### src/rtl/bcd_disp_pkg.sv
// Shared constants and helpers for the BCD scan counter: segment patterns,
// polarity handling and a width helper for the prescaler/scan counters.
package bcd_disp_pkg;

  // Segment patterns {a,b,c,d,e,f,g}, active-low form (0 = lit).
  localparam logic [6:0] SEG_0     = 7'b0000001;
  localparam logic [6:0] SEG_1     = 7'b1001111;
  localparam logic [6:0] SEG_2     = 7'b0010010;
  localparam logic [6:0] SEG_3     = 7'b0000110;
  localparam logic [6:0] SEG_4     = 7'b1001100;
  localparam logic [6:0] SEG_5     = 7'b0100100;
  localparam logic [6:0] SEG_6     = 7'b0100000;
  localparam logic [6:0] SEG_7     = 7'b0001111;
  localparam logic [6:0] SEG_8     = 7'b0000000;
  localparam logic [6:0] SEG_9     = 7'b0000100;
  localparam logic [6:0] SEG_BLANK = 7'b1111111;

  // Bits needed to hold 0..value-1 (never less than one).
  function automatic int clog2(input int value);
    int w;
    w = 1;
    while ((1 << w) < value) w++;
    return w;
  endfunction

  // Pattern for a digit, blanked on request or for non-BCD codes.
  function automatic logic [6:0] seg_pattern(input logic [3:0] digit,
                                             input logic       blank,
                                             input bit         active_low);
    logic [6:0] pat;
    case (digit)
      4'd0:    pat = SEG_0;
      4'd1:    pat = SEG_1;
      4'd2:    pat = SEG_2;
      4'd3:    pat = SEG_3;
      4'd4:    pat = SEG_4;
      4'd5:    pat = SEG_5;
      4'd6:    pat = SEG_6;
      4'd7:    pat = SEG_7;
      4'd8:    pat = SEG_8;
      4'd9:    pat = SEG_9;
      default: pat = SEG_BLANK;
    endcase
    if (blank) pat = SEG_BLANK;
    return active_low ? pat : ~pat;
  endfunction

endpackage

### src/rtl/bcd_digit_cell.sv
// One BCD digit with load, ripple increment/decrement and carry chain.
// carry_out means "this digit and every lower one sit at the terminal value".
module bcd_digit_cell (
  input  logic       clk,
  input  logic       rst,
  input  logic       load,
  input  logic [3:0] load_digit,
  input  logic       step,
  input  logic       up_dn,
  input  logic       carry_in,
  output logic [3:0] digit,
  output logic       carry_out
);

  logic [3:0] digit_next;

  always_comb begin
    digit_next = digit;
    if (load) begin
      digit_next = (load_digit > 4'd9) ? 4'd0 : load_digit;
    end else if (step && carry_in) begin
      if (up_dn) digit_next = (digit == 4'd9) ? 4'd0 : digit + 4'd1;
      else       digit_next = (digit == 4'd0) ? 4'd9 : digit - 4'd1;
    end
  end

  always_ff @(posedge clk or negedge rst) begin
    if (!rst) digit <= 4'd0;
    else      digit <= digit_next;
  end

  assign carry_out = carry_in && (up_dn ? (digit == 4'd9) : (digit == 4'd0));

endmodule

### src/rtl/bcd_scan_counter.sv
// N-digit BCD up/down counter with tick prescaler, parallel load, wrap pulse,
// leading-zero blanking and a registered multiplexed 7-segment drive.
module bcd_scan_counter
  import bcd_disp_pkg::*;
#(
  parameter int FREQ_CLK       = 50000000,
  parameter int N_DIGITS       = 4,
  parameter int COUNT_HZ       = 4,
  parameter int SLOT_HZ        = 1000,
  parameter int SEG_ACTIVE_LOW = 1,
  parameter int SEL_ACTIVE_LOW = 1
) (
  input  logic                  clk,
  input  logic                  rst,
  input  logic                  enable,
  input  logic                  up_dn,
  input  logic                  load,
  input  logic [4*N_DIGITS-1:0] load_val,
  input  logic                  blank_lz,
  output logic [4*N_DIGITS-1:0] count_bcd,
  output logic                  wrap,
  output logic [6:0]            seg_out,
  output logic [N_DIGITS-1:0]   digit_sel
);

  localparam int TP = FREQ_CLK / COUNT_HZ;
  localparam int SP = FREQ_CLK / SLOT_HZ;
  localparam int PW = clog2(TP);
  localparam int SW = clog2(SP);
  localparam int IW = clog2(N_DIGITS);
  localparam logic [PW-1:0] TP_LAST  = PW'(TP - 1);
  localparam logic [SW-1:0] SP_LAST  = SW'(SP - 1);
  localparam logic [IW-1:0] IDX_LAST = IW'(N_DIGITS - 1);
  localparam logic [6:0]    SEG_OFF  = seg_pattern(4'd0, 1'b1, SEG_ACTIVE_LOW != 0);
  localparam logic [N_DIGITS-1:0] SEL_OFF = (SEL_ACTIVE_LOW != 0) ? '1 : '0;

  generate
    if (TP < 2 || SP < 2 || N_DIGITS < 2 || N_DIGITS > 8) begin : g_bad_params
      $error("bcd_scan_counter: need TP>=2, SP>=2 and 2<=N_DIGITS<=8");
    end
  endgenerate

  logic [PW-1:0] presc;
  logic          tick;
  logic          step;

  always_ff @(posedge clk or negedge rst) begin
    if (!rst)      presc <= '0;
    else if (tick) presc <= '0;
    else           presc <= presc + PW'(1);
  end

  assign tick = (presc == TP_LAST);
  assign step = tick && enable;

  logic [3:0] digit [N_DIGITS];

  // Carries pass through per-stage wires so the chain is not one self-feeding vector.
  generate
    for (genvar gi = 0; gi < N_DIGITS; gi++) begin : g_digit
      logic cin;
      logic cout;
      if (gi == 0) begin : g_lsd
        assign cin = 1'b1;
      end else begin : g_chain
        assign cin = g_digit[gi-1].cout;
      end
      bcd_digit_cell u_cell (
        .clk        (clk),
        .rst        (rst),
        .load       (load),
        .load_digit (load_val[4*gi +: 4]),
        .step       (step),
        .up_dn      (up_dn),
        .carry_in   (cin),
        .digit      (digit[gi]),
        .carry_out  (cout)
      );
      assign count_bcd[4*gi +: 4] = digit[gi];
    end
  endgenerate

  always_ff @(posedge clk or negedge rst) begin
    if (!rst) wrap <= 1'b0;
    else      wrap <= !load && step && g_digit[N_DIGITS-1].cout;
  end

  logic [SW-1:0] slot_cnt;
  logic [IW-1:0] slot_idx;

  always_ff @(posedge clk or negedge rst) begin
    if (!rst) begin
      slot_cnt <= '0;
      slot_idx <= '0;
    end else if (slot_cnt == SP_LAST) begin
      slot_cnt <= '0;
      slot_idx <= (slot_idx == IDX_LAST) ? '0 : slot_idx + IW'(1);
    end else begin
      slot_cnt <= slot_cnt + SW'(1);
    end
  end

  // lz[i]: digit i and every higher digit are zero.
  logic [N_DIGITS-1:0] lz;
  logic                run;

  always_comb begin
    lz  = '0;
    run = 1'b1;
    for (int i = N_DIGITS - 1; i >= 0; i--) begin
      run   = run && (digit[i] == 4'd0);
      lz[i] = run;
    end
  end

  logic [N_DIGITS-1:0] sel_onehot;
  logic [3:0]          cur_digit;
  logic                cur_blank;
  logic [6:0]          seg_next;
  logic [N_DIGITS-1:0] sel_next;

  always_comb begin
    sel_onehot = '0;
    cur_digit  = 4'd0;
    cur_blank  = 1'b0;
    for (int i = 0; i < N_DIGITS; i++) begin
      if (slot_idx == IW'(i)) begin
        sel_onehot[i] = 1'b1;
        cur_digit     = digit[i];
        cur_blank     = (i != 0) && lz[i];
      end
    end
    sel_next = (SEL_ACTIVE_LOW != 0) ? ~sel_onehot : sel_onehot;
    seg_next = seg_pattern(cur_digit, blank_lz && cur_blank, SEG_ACTIVE_LOW != 0);
  end

  always_ff @(posedge clk or negedge rst) begin
    if (!rst) begin
      seg_out   <= SEG_OFF;
      digit_sel <= SEL_OFF;
    end else begin
      seg_out   <= seg_next;
      digit_sel <= sel_next;
    end
  end

endmodule

### config.mk
export PLATFORM = sky130hd
export DESIGN_NAME = bcd_scan_counter
export DESIGN_NICKNAME = d
export VERILOG_FILES = /design/src/rtl/bcd_disp_pkg.sv /design/src/rtl/bcd_digit_cell.sv /design/src/rtl/bcd_scan_counter.sv
export SDC_FILE = /design/constraint.sdc
export NUM_CORES = 1
export LEC_CHECK = 0
export BUFFER_PORTS_ARGS = -buffer_cell sky130_fd_sc_hd__buf_4
export CAP_MARGIN = 30
export CORE_MARGIN = 5
export CORE_UTILIZATION = 45
export CTS_CLUSTER_SIZE = 10
export DETAILED_ROUTE_END_ITERATION = 12
export GPL_TIMING_DRIVEN = 0
export PLACE_DENSITY = 0.7
export SKIP_LAST_GASP = 1
export SLEW_MARGIN = 20
export SYNTH_ARGS = -nofsm -noshare
export SYNTH_HDL_FRONTEND = slang
export SYNTH_SLANG_ARGS = --single-unit
### constraint.sdc
create_clock -name clk -period 2.54 [get_ports clk]
set_input_delay 0.127 -clock clk [delete_from_list [all_inputs] [get_ports clk]]
set_output_delay 0.127 -clock clk [all_outputs]
set_load 0.01 [all_outputs]
* Word level (Yosys, flattened, before mapping)
Memories as Yosys holds them, arrays and structs flattened. Index checks and enable logic that the tools add are counted.
Cells by class: add/subtract/negate cells 11, magnitude comparators 4, equality and inequality tests 9, muxes and demuxes 43, bitwise operators 1, reductions and logical operators 22
Operators with widths (count):
- two-way mux 4 bit | 28
- adder 24 x 1 -> 24 bit (second input constant) | 1
- equality test 24 bit (second input constant) | 1
- two-way mux 24 bit | 1
- adder 16 x 1 -> 16 bit (second input constant) | 1
- adder 4 x 1 -> 4 bit (second input constant) | 4
- equality test 16 bit (second input constant) | 1
- equality test 4 bit (second input constant) | 4
- greater-than comparator 4 bit (second input constant) | 4
- logical NOT 4 bit | 4
- two-way mux 16 bit | 1
- subtractor 4 x 1 -> 4 bit (second input constant) | 4
- logical AND 1 bit | 12
- two-way mux 1 bit | 11
- nonzero test 2 bit | 4
- two-way mux 7 bit | 1
- equality test 2 bit (second input constant) | 2
- NOT 4 bit | 1
- adder 2 x 1 -> 2 bit (second input constant) | 1
- equality test 2 x 1 -> 1 bit (second input constant) | 1
- logical NOT 2 bit | 1
- two-way mux 2 bit | 1
- logical NOT 1 bit | 1
Storage, ports and cells: bits in registers 70, memory bits (read-only) 112, word-level logic and storage cells 101, memories 1
Memories:
- (name not given) | depth 16, bits a word 7, rd ports 1, clocked after memory_dff 0, write ports 0, line bcd_disp_pkg.sv:31 | case (digit)

* Depth between registers and ports, before layout
Gate-level depths: netlist of the first run.
depth in word-level cells 8, depth in mapped cells 11

* Cells and area by module
From an unflattened synthesis of the first run, not the netlist that was laid out.
Unflattened totals: cell total of the unflattened synthesis 444, area, all modules 4165.2 µm²
Modules (own cells, without submodules):
- bcd_scan_counter | times used 1, cells an instance 260, area an instance 2743.9 µm², seq. area each 1365.1 µm²
- bcd_digit_cell | times used 4, cells an instance 46, area an instance 355.3 µm², seq. area each 100.1 µm²

* Worst setup path after synthesis of the first run
OpenSTA, ideal clock, no wires.
path type register -> register, from register slot_idx[1], to register seg_out[0], setup time 0.082 ns, arrival time 2.044 ns, data required time 2.458 ns, slack 0.413 ns, stages on the path, launching flop included 12, buffers on the path 1, clock period less this slack 2.127 ns, cell sequence dfrtp_1 inv_1 ha_1 clkbuf_1 and3b_1 o221ai_1 and2_1 inv_1 ha_1 inv_1 o21ai_0 mux2_2
Between the ends: longest elaborated chain between the ends 7, elaborated cells between the ends (all ways) 14, those cells by class eq/ne (3); mux (8); reduce/logical (2); memory (1)
RTL lines:
- start: declaration | line bcd_scan_counter.sv:89 | logic [IW-1:0] slot_idx;
- start signal: assignment | line bcd_scan_counter.sv:97 | slot_idx <= (slot_idx == IDX_LAST) ? '0 : slot_idx + IW'(1);
- logical NOT 2 bit | line bcd_scan_counter.sv:127 | if (slot_idx == IW'(i)) begin
- two-way mux 4 bit (4 in a row) | line bcd_scan_counter.sv:127
- memory read (16 x 7 bit)
- two-way mux 7 bit (*) | line bcd_disp_pkg.sv:44 | if (blank) pat = SEG_BLANK;
- named net seg_next[0] | line bcd_scan_counter.sv:119 | logic [6:0] seg_next;
- end signal: assignment | line bcd_scan_counter.sv:142 | seg_out <= seg_next;
- end: declaration | line bcd_scan_counter.sv:22 | output logic [6:0] seg_out,
The timed path passes the listed nets; every way through them passes the cells marked *. A chain may end at the register's enable or synchronous reset.

* Worst setup path after layout of the first run
Same ends and word-level chain as after synthesis.

==> results.sh, run 1 <==
export IMPL_status="finished clean"
export IMPL_ant_nets=0
export IMPL_post_place_cells=654
export IMPL_syn_to_final_growth_pct=18.0
export IMPL_fin_tns_setup_ns=0
export IMPL_grt_max_degree=71
export IMPL_clk_pin_slew_ns=0.08
export IMPL_final_common_cell="dfrtp_1"
export IMPL_cts_resized=0
export IMPL_cp_data_arrival_time_ns=2.64
export IMPL_synth_warnings=0
export IMPL_final_hold_violation_count=0
export IMPL_setup_viol=0
export IMPL_utilization_pct=55.1
export IMPL_synth_area_per_cell_um2=9.12
export IMPL_dr_pass1_iters=6
export IMPL_fmax_mhz=423
export IMPL_power_density_nw_per_um2=487
export IMPL_syn_inst=477
export IMPL_antennaDiodeCount=0
export IMPL_clock_latency_ns=0.36
export IMPL_ys_seq_elements=70
export IMPL_crit_path_end_kind="register"
export IMPL_required_ns=2.82
export IMPL_power_leakage_nw=2.27
export IMPL_wl_per_cell_um=15.3
export IMPL_grt_antenna_before_repair=0
export IMPL_grt_pass1_vias=3728
export IMPL_cts_tree="done"
export IMPL_timing_hold_ws_ns=0.0131
export IMPL_start_util_pct=46.6
export IMPL_min_period_ns=2.36
export IMPL_grt_overflow_total=0
export IMPL_cts_inserted_buffers=9
export IMPL_stdcell_count=676
export IMPL_dieHeight_um=108
export IMPL_ys_seq_area_share_pct=40.6
export IMPL_grt_setup_unrepaired="false"
export IMPL_drt_initial_drc_count=210
export IMPL_critPathMaxFanout=10
export IMPL_fin_nets=576
export IMPL_synth_edf_count=0
export IMPL_synthesis_area_um2=4350
export IMPL_async_flop_share_pct=100
export IMPL_drv_cap=0
export IMPL_cpMostUsedCell="inv_1"
export IMPL_worst_slew_pin_slew_ns=0.631
export IMPL_hp_class="input pin to register"
export IMPL_track_usage_pct=18.5
export IMPL_wirelength_um=10400
export IMPL_report_final_slew_viol_count=0
export IMPL_via_count=3730
export IMPL_die_w_um=108
export IMPL_min_period_over_period_pct=93.0
export IMPL_ios=50
export IMPL_drive_above_1_share_pct=18.1
export IMPL_gp_congestion=0.865
export IMPL_portBuffers=48
export IMPL_cp_slowest_cell="dfrtp_1"
export IMPL_clockBufferDepth=2
export IMPL_synth_cell_types=64
export IMPL_final_cell_mix="59 x dfrtp_1, 51 x buf_4, 38 x nor2_1"
export IMPL_rows=35
export IMPL_peakVddDrop_v=0.000262
export IMPL_cts_num_sinks=70
export IMPL_worstSetupPathType="register to register"
export IMPL_h_tree_depth=3
export IMPL_total_power_mw=2.50
export IMPL_viasPerCell=5.52
export IMPL_dieArea_um2=11700
export IMPL_ys_flop_type="dfrtp_1"
export IMPL_skew_ns=0.0154
export IMPL_hpwl_um=7410
export IMPL_drc=0
export IMPL_grt_pass1_wl_um=17200
export IMPL_cpPeakStageDelay_ns=0.40
export IMPL_root_buffer="clkbuf_8"
export IMPL_synth_net_count=511
export IMPL_worstSetupStartpointType="register"
export IMPL_path_cells="inv_1 -> ha_1 -> and3b_1 -> o221ai_1 -> and2_1 -> inv_1 -> ha_1 -> inv_1 -> o21ai_0 -> mux2_2"
export IMPL_max_slew_margin_rel_pct=57.6
export IMPL_coreArea_um2=9330
## repair_timing
item                                   4_1_cts  5_1_grt
hold buffers                                 6        0
setup endpoints to repair                    0        2
setup buffers                                0        0
endpoints found under the hold margin       63        0
## cell type report
class	instances	area [um2]
plain buffers	31	138
clock inverters	3	17.5
multi-input cells	357	2380
inverters	18	67.6
clock buffers	13	169
repair buffers	55	440
well taps	129	161
fillers	873	4190
flip-flops and latches	70	1770
## Yosys cell counts, types with 6 or more instances
library cell  number  area [um2]
nor3_1            16        80.1
o22ai_1            6        37.5
dfstp_2           11         289
a21oi_1           11        55.1
o21ai_0           29         145
mux2i_1           16         160
clkbuf_1          25        93.8
nor2_1            38         143
o21ai_1            8        40.0
nand3_1           25         125
xnor2_1           27         236
inv_1             18        67.6
dfrtp_1           59        1480
nand4_1           10        62.6
and3_1            14        87.6
nand3b_1           6        45.0
ha_1              12         150
and2_1             6        37.5
nand2_1           35         131
xor2_1            14         123
nor2b_1            7        43.8
## worst paths after layout
path,endpoint,startpoint,slack (ns),depth (start not counted)
max,seg_out[0]$_DFF_PN1_,slot_idx[1]$_DFFE_PN0N_,0.18,10
min,g_digit[2].u_cell.digit[0]$_DFFE_PN0P_,load_val[8],0.01,3
max reg2reg,seg_out[0]$_DFF_PN1_,slot_idx[1]$_DFFE_PN0N_,0.18,10
min reg2reg,slot_cnt[0]$_DFF_PN0_,slot_cnt[0]$_DFF_PN0_,0.46,1
max in group asynchronous,seg_out[0]$_DFF_PN1_,rst,1.67,3
min in group asynchronous,g_digit[3].u_cell.digit[2]$_DFFE_PN0P_,rst,0.24,2
## flip-flops by register name (all words and copies together) (netlist names)
register / cells
digit_sel: 4
g_digit.u_cell.digit: 16
presc: 24
seg_out: 7
slot_cnt: 16
slot_idx: 2
wrap: 1
## per-layer routing
metal / global-route usage [%] / routed length, um
met5: 0 / 0
met4: 6.49 / 148
met3: 4.48 / 548
met2: 31.7 / 5070
met1: 22.8 / 4600
## metrics by stage
step / area, um2 / setup slack (ns)
after CTS: 5120 / 0.0938
after global routing: 5130 / 0.00670
final: 5130 / 0.177
after detailed placement: 4870 / 0.122
after floorplan: 4350 / 0.413
after global placement: 4870 / 0.220
## logic make-up (layout without fill, tap and decap cells)
family | Yosys count | in the layout | synth area share [%]
buf+inv | 50 | 120 | 4.80
simple gates | 196 | 196 | 25.4
compound gates | 90 | 90 | 13.3
xor+xnor | 41 | 41 | 8.25
fa+ha+maj | 12 | 12 | 3.45
mux | 18 | 18 | 4.20
flops | 70 | 70 | 40.6
## critical path: cells and delay by family, from the launching register on
| kind | cells | cell delay (ns) |
|---|---|---|
| adders and majority gates | 2 | 0.52 |
| and+or+nand+nor | 2 | 0.49 |
| buffers and inverters | 3 | 0.27 |
| DFF | 1 | 0.40 |
| AOI/OAI and AO/OA | 2 | 0.32 |
| muxes | 1 | 0.28 |
## report_power, final
part | switching, mW | total (mW) | internal (mW)
clock | 0.436 | 0.868 | 0.432
sequential | 0.0270 | 1.19 | 1.16
combinational | 0.247 | 0.441 | 0.194
total | 0.710 | 2.50 | 1.79
Note: power is estimated with default switching activity, not from simulation.
==> inputs of run 2 (changes only) <==
--- a/config.mk
+++ b/config.mk
@@ -8,11 +8,11 @@
 export BUFFER_PORTS_ARGS = -buffer_cell sky130_fd_sc_hd__buf_4
 export CAP_MARGIN = 30
 export CORE_MARGIN = 5
-export CORE_UTILIZATION = 45
+export CORE_UTILIZATION = 35
 export CTS_CLUSTER_SIZE = 10
 export DETAILED_ROUTE_END_ITERATION = 12
 export GPL_TIMING_DRIVEN = 0
-export PLACE_DENSITY = 0.7
+export PLACE_DENSITY = 0.58
 export SKIP_LAST_GASP = 1
 export SLEW_MARGIN = 20
 export SYNTH_ARGS = -nofsm -noshare
==> results.sh, run 2 (synthesis results as in run 1) <==
export IMPL_hpwl_um=7660
export IMPL_power_leakage_nw=2.31
export IMPL_skew_ns=0.0140
export IMPL_drc=0
export IMPL_cts_tree="done"
export IMPL_fin_nets=575
export IMPL_crit_path_end_kind="register"
export IMPL_path_cells="buf_4 -> nor4b_2 -> nand3_1 -> nor2_1 -> clkbuf_1 -> nor2_1"
export IMPL_dr_pass1_iters=4
export IMPL_fill_cells=1190
export IMPL_root_buffer="clkbuf_16"
export IMPL_grt_max_degree=71
export IMPL_syn_to_final_growth_pct=21.2
export IMPL_p_comb_share_pct=15.5
export IMPL_clockBufferDepth=2
export IMPL_rows=40
export IMPL_cpPeakStageDelay_ns=0.54
export IMPL_final_hold_violation_count=0
export IMPL_wl_per_cell_um=15.1
export IMPL_worstPathBufferInverterCount=2
export IMPL_total_power_mw=2.85
export IMPL_report_final_slew_viol_count=0
export IMPL_drive_above_1_share_pct=17.6
export IMPL_grt_overflow_total=0
export IMPL_power_frac_seq_pct=41.9
export IMPL_grt_setup_unrepaired="false"
export IMPL_wirelength_um=10800
export IMPL_intPower_mw=2.11
export IMPL_cp_slowest_cell="nor2_1"
export IMPL_reg_top3="presc x24, g_digit.u_cell.digit x16, slot_cnt x16"
export IMPL_r2r_start="presc[5]$_DFF_PN0_"
export IMPL_dieArea_um2=14800
export IMPL_power_share_switching_pct=26.0
export IMPL_h_tree_depth=3
export IMPL_seqCellArea_um2=1770
export IMPL_power_frac_clock_pct=42.6
export IMPL_start_util_pct=35.9
export IMPL_grt_pass1_wl_um=18200
export IMPL_cts_num_sinks=70
export IMPL_via_count=3740
export IMPL_largest_reg_flops=24
export IMPL_peakVddDrop_v=0.000308
export IMPL_hold_path_endpoint="g_digit[3].u_cell.digit[0]$_DFFE_PN0P_"
export IMPL_drv_cap=0
export IMPL_hold_path_depth=3
export IMPL_hp_class="input pin to register"
export IMPL_fin_area_um2=5270
export IMPL_dieHeight_um=121
export IMPL_reg2reg_depth=6
export IMPL_coreArea_um2=12100
export IMPL_worst_slew_pin_slew_ns=0.659
export IMPL_viasPerCell=5.24
export IMPL_worstSetupPathType="register to register"
export IMPL_critPathMaxFanout=10
export IMPL_min_period_over_period_pct=93.9
export IMPL_fin_tns_setup_ns=0
export IMPL_clk_pin_slew_ns=0.06
export IMPL_required_ns=2.73
export IMPL_cp_top_family="simple AND/OR/NAND/NOR gates"
export IMPL_dpl_cell_area_um2=4920
export IMPL_cpMostUsedCell="nor2_1"
export IMPL_place_ws_ns=0.165
export IMPL_hp_start="load_val[12]"
export IMPL_cts_inserted_buffers=9
export IMPL_antennaDiodeCount=0
export IMPL_min_period_ns=2.38
export IMPL_worstSetupStartpointType="register"
export IMPL_multi_input_area_um2=2380
export IMPL_status="finished clean"
export IMPL_ant_nets=0
export IMPL_track_usage_pct=15.4
export IMPL_grt_antenna_before_repair=0
export IMPL_final_common_cell="dfrtp_1"
export IMPL_power_switching_mw=0.741
export IMPL_final_cell_mix="59 x dfrtp_1, 51 x buf_4, 38 x nor2_1"
export IMPL_cp_data_arrival_time_ns=2.57
export IMPL_ios=50
export IMPL_power_density_nw_per_um2=540
export IMPL_die_w_um=121
export IMPL_grt_pass1_vias=3739
export IMPL_max_slew_margin_rel_pct=55.7
export IMPL_fin_ws_ns=0.156
export IMPL_setup_viol=0
export IMPL_fmax_mhz=419
export IMPL_reg2reg_slack_ns=0.16
export IMPL_largest_register="presc"
export IMPL_portBuffers=48
export IMPL_cts_resized=0
export IMPL_timing_hold_ws_ns=0.0304
export IMPL_clock_latency_ns=0.34
export IMPL_gp_congestion=0.887
export IMPL_drt_initial_drc_count=216
export IMPL_post_cts_buffers=0
export IMPL_r2r_end="presc[12]$_DFF_PN0_"
## run 2: changes by cell type in the layout (fill, tap and decap cells not counted)
cell | previous run | this run
clkinvlp_4 | 1 | 0
dlygate4sd3_1 | 6 | 5
clkbuf_8 | 12 | 1
clkbuf_1 | 25 | 28
clkinv_2 | 2 | 1
clkbuf_16 | 0 | 10
## run 2: what timing repair did
action | in CTS | in global routing
endpoints found under the setup margin | 0 | 2
hold buffers | 5 | 0
hold endpoints to repair | 61 | 0
## run 2: final cells by class
| type | instances | share of cell area, % |
|---|---|---|
| Sequential cell | 70 | 33.5 |
| Inverter | 18 | 1.28 |
| Timing Repair Buffer | 54 | 8.17 |
| Tap cell | 168 | 3.99 |
| Multi-Input combinational cell | 357 | 45.1 |
| Clock inverter | 1 | 0.0949 |
| Buffer | 31 | 2.61 |
| Clock buffer | 15 | 5.29 |
## run 2: through the flow
| stage | std cells | util (%) |
|---|---|---|
| 2_1_floorplan | 477 | - |
| 3_3_place_gp | 693 | 40.6 |
| 3_5_place_dp | 693 | 40.6 |
| 4_1_cts | 714 | 43.4 |
| 5_1_grt | 714 | 43.5 |
| 6_report | 714 | 43.5 |
## run 2: routing by layer
layer | vias up | share of wire, % | track usage [%]
li1 | 1831 | - | -
met5 | - | 0 | 0
met3 | 22 | 5.9 | 3.68
met2 | 95 | 47 | 25.5
met4 | 0 | 2.1 | 5.53
met1 | 1792 | 45 | 19.4
## run 2: worst max-delay path by stage
stage                            start                                     end  slack, ns  cells after the start
2_1_floorplan  slot_idx[1]$_DFFE_PN0N_                    seg_out[0]$_DFF_PN1_       0.41                     11
3_3_place_gp        presc[0]$_DFF_PN0_  g_digit[3].u_cell.digit[3]$_DFFE_PN0P_       0.19                      6
3_5_place_dp        presc[0]$_DFF_PN0_  g_digit[3].u_cell.digit[3]$_DFFE_PN0P_       0.16                      6
4_1_cts        slot_idx[1]$_DFFE_PN0N_                    seg_out[0]$_DFF_PN1_       0.14                     11
5_1_grt             presc[5]$_DFF_PN0_                     presc[18]$_DFF_PN0_       0.02                      6
6_report            presc[5]$_DFF_PN0_                     presc[12]$_DFF_PN0_       0.16                      6
## run 2: worst reg2reg max path, cell delays in order (launching register included)
cell and delay [ns]:
dfrtp_1 0.36, buf_4 0.16, nor4b_2 0.29, nand3_1 0.27, nor2_1 0.54, clkbuf_1 0.50
nor2_1 0.11
## run 2: power groups by stage
stage	Combinational, mW	Clock (mW)	Sequential [mW]
after floorplan	0.236	0	1.23
after global placement	0.423	0	1.21
after detailed placement	0.431	0	1.21
after CTS	0.441	1.25	1.19
after global routing	0.491	1.30	1.20
final	0.442	1.21	1.19
==> inputs of run 3 (changes only) <==
--- a/config.mk
+++ b/config.mk
@@ -12,6 +12,7 @@
 export CTS_CLUSTER_SIZE = 10
 export DETAILED_ROUTE_END_ITERATION = 12
 export GPL_TIMING_DRIVEN = 0
+export MAX_ROUTING_LAYER = met4
 export PLACE_DENSITY = 0.58
 export SKIP_LAST_GASP = 1
 export SLEW_MARGIN = 20
==> results.sh, run 3 (synthesis results as in run 1) <==
export IMPL_status="finished clean"
export IMPL_critPathMaxFanout=5
export IMPL_crit_path_end_kind="register"
export IMPL_worstSetupStartpointType="register"
export IMPL_via_count=3727
export IMPL_skew_ns=0.0138
export IMPL_fin_nets=575
export IMPL_worstSetupPathType="register to register"
export IMPL_grt_antenna_before_repair=0
export IMPL_utilization_pct=43.6
export IMPL_final_hold_violation_count=0
export IMPL_worst_slew_pin_slew_ns=0.662
export IMPL_viasPerCell=5.22
export IMPL_seqCellArea_um2=1770
export IMPL_grt_overflow_total=0
export IMPL_syn_to_final_growth_pct=21.3
export IMPL_root_buffer="clkbuf_16"
export IMPL_drive_above_1_share_pct=17.6
export IMPL_grt_max_degree=71
export IMPL_cts_num_sinks=70
export IMPL_track_usage_pct=15.8
export IMPL_die_w_um=121
export IMPL_ant_nets=0
export IMPL_setup_viol=0
export IMPL_max_slew_margin_rel_pct=55.5
export IMPL_portBuffers=48
export IMPL_drt_initial_drc_count=201
export IMPL_gp_congestion=0.901
export IMPL_power_leakage_nw=2.31
export IMPL_largest_register="presc"
export IMPL_wl_per_cell_um=15.1
export IMPL_coreArea_um2=12100
export IMPL_min_period_over_period_pct=93.6
export IMPL_hpwl_um=7660
export IMPL_timing_hold_ws_ns=0.0291
export IMPL_final_cell_mix="59 x dfrtp_1, 51 x buf_4, 38 x nor2_1"
export IMPL_antennaDiodeCount=0
export IMPL_ios=50
export IMPL_required_ns=2.73
export IMPL_grt_setup_unrepaired="false"
export IMPL_post_cts_buffers=0
export IMPL_largest_reg_flops=24
export IMPL_dieHeight_um=121
export IMPL_h_tree_depth=3
export IMPL_drv_cap=0
export IMPL_report_final_slew_viol_count=0
export IMPL_wirelength_um=10800
export IMPL_fill_cells=1188
export IMPL_hp_class="input pin to register"
export IMPL_cts_inserted_buffers=9
export IMPL_fmax_mhz=421
export IMPL_cts_tree="done"
export IMPL_min_period_ns=2.38
export IMPL_power_density_nw_per_um2=540
export IMPL_reg_top3="presc x24, g_digit.u_cell.digit x16, slot_cnt x16"
export IMPL_clk_pin_slew_ns=0.06
export IMPL_final_common_cell="dfrtp_1"
export IMPL_peakVddDrop_v=0.000307
export IMPL_grt_pass1_vias=3739
export IMPL_clockBufferDepth=2
export IMPL_cp_data_arrival_time_ns=2.57
export IMPL_dr_pass1_iters=4
export IMPL_dieArea_um2=14800
export IMPL_start_util_pct=35.9
export IMPL_grt_pass1_wl_um=18200
export IMPL_clock_latency_ns=0.34
export IMPL_rows=40
export IMPL_drc=0
export IMPL_fin_tns_setup_ns=0
export IMPL_multi_input_area_um2=2380
## run 3: layout make-up
cell class,count,share of cell area (%)
buffer,31,2.61
clock buffer,15,5.29
clock inverter,1,0.0948
inverter,18,1.28
multi-input combinational,357,45.0
sequential,70,33.4
tap,168,3.98
timing repair buffer,54,8.30
## run 3: final timing paths
| path | startpoint | endpoint | slack (ns) | depth (start not counted) |
|---|---|---|---|---|
| worst max-delay path | presc[0]$_DFF_PN0_ | g_digit[3].u_cell.digit[3]$_DFFE_PN0P_ | 0.16 | 6 |
| worst min-delay path | load_val[12] | g_digit[3].u_cell.digit[0]$_DFFE_PN0P_ | 0.03 | 3 |
| worst max register to register | presc[0]$_DFF_PN0_ | g_digit[3].u_cell.digit[3]$_DFFE_PN0P_ | 0.16 | 6 |
| worst min register to register | slot_cnt[0]$_DFF_PN0_ | slot_cnt[0]$_DFF_PN0_ | 0.47 | 1 |
| max in group asynchronous | rst | digit_sel[0]$_DFF_PN1_ | 1.73 | 3 |
| min in group asynchronous | rst | g_digit[2].u_cell.digit[2]$_DFFE_PN0P_ | 0.20 | 2 |
## run 3: power breakdown
part	leakage, nW	internal [mW]	switching (mW)	total, mW
Combinational	1.28	0.194	0.248	0.443
Clock	0.139	0.747	0.467	1.21
Sequential	0.893	1.17	0.0261	1.19
Total	2.31	2.11	0.742	2.85
## run 3: repair_timing
action,CTS,global route
resized for setup,0,0
endpoints found under the hold margin,61,0
setup endpoints to repair,0,1
hold buffers,5,0
## run 3: through the flow
step           std cells  setup slack [ns]  power, mW  area, um2
5_1_grt              714           0.00332       2.99       5280
4_1_cts              714             0.142       2.88       5260
3_5_place_dp         693             0.165       1.64       4920
6_report             714             0.162       2.85       5280
3_3_place_gp         693             0.191       1.63       4920
2_1_floorplan        477             0.413       1.46       4350
## run 3: metal layers
metal  GRT usage, %  share of wire [%]  up-vias
li1               -                  -     1828
met1           19.5                 45     1808
met2           25.5                 48       71
met3           3.68                4.4       20
met4           5.53                2.0        0
met5              -                  0        -
## run 3: critical path, stage by stage (launching register included)
cell and delay, ns:
dfrtp_1 0.40, ha_1 0.27, and4_2 0.30, nand4_1 0.26
nor4_4 0.58, mux2i_1 0.31, o32ai_1 0.12
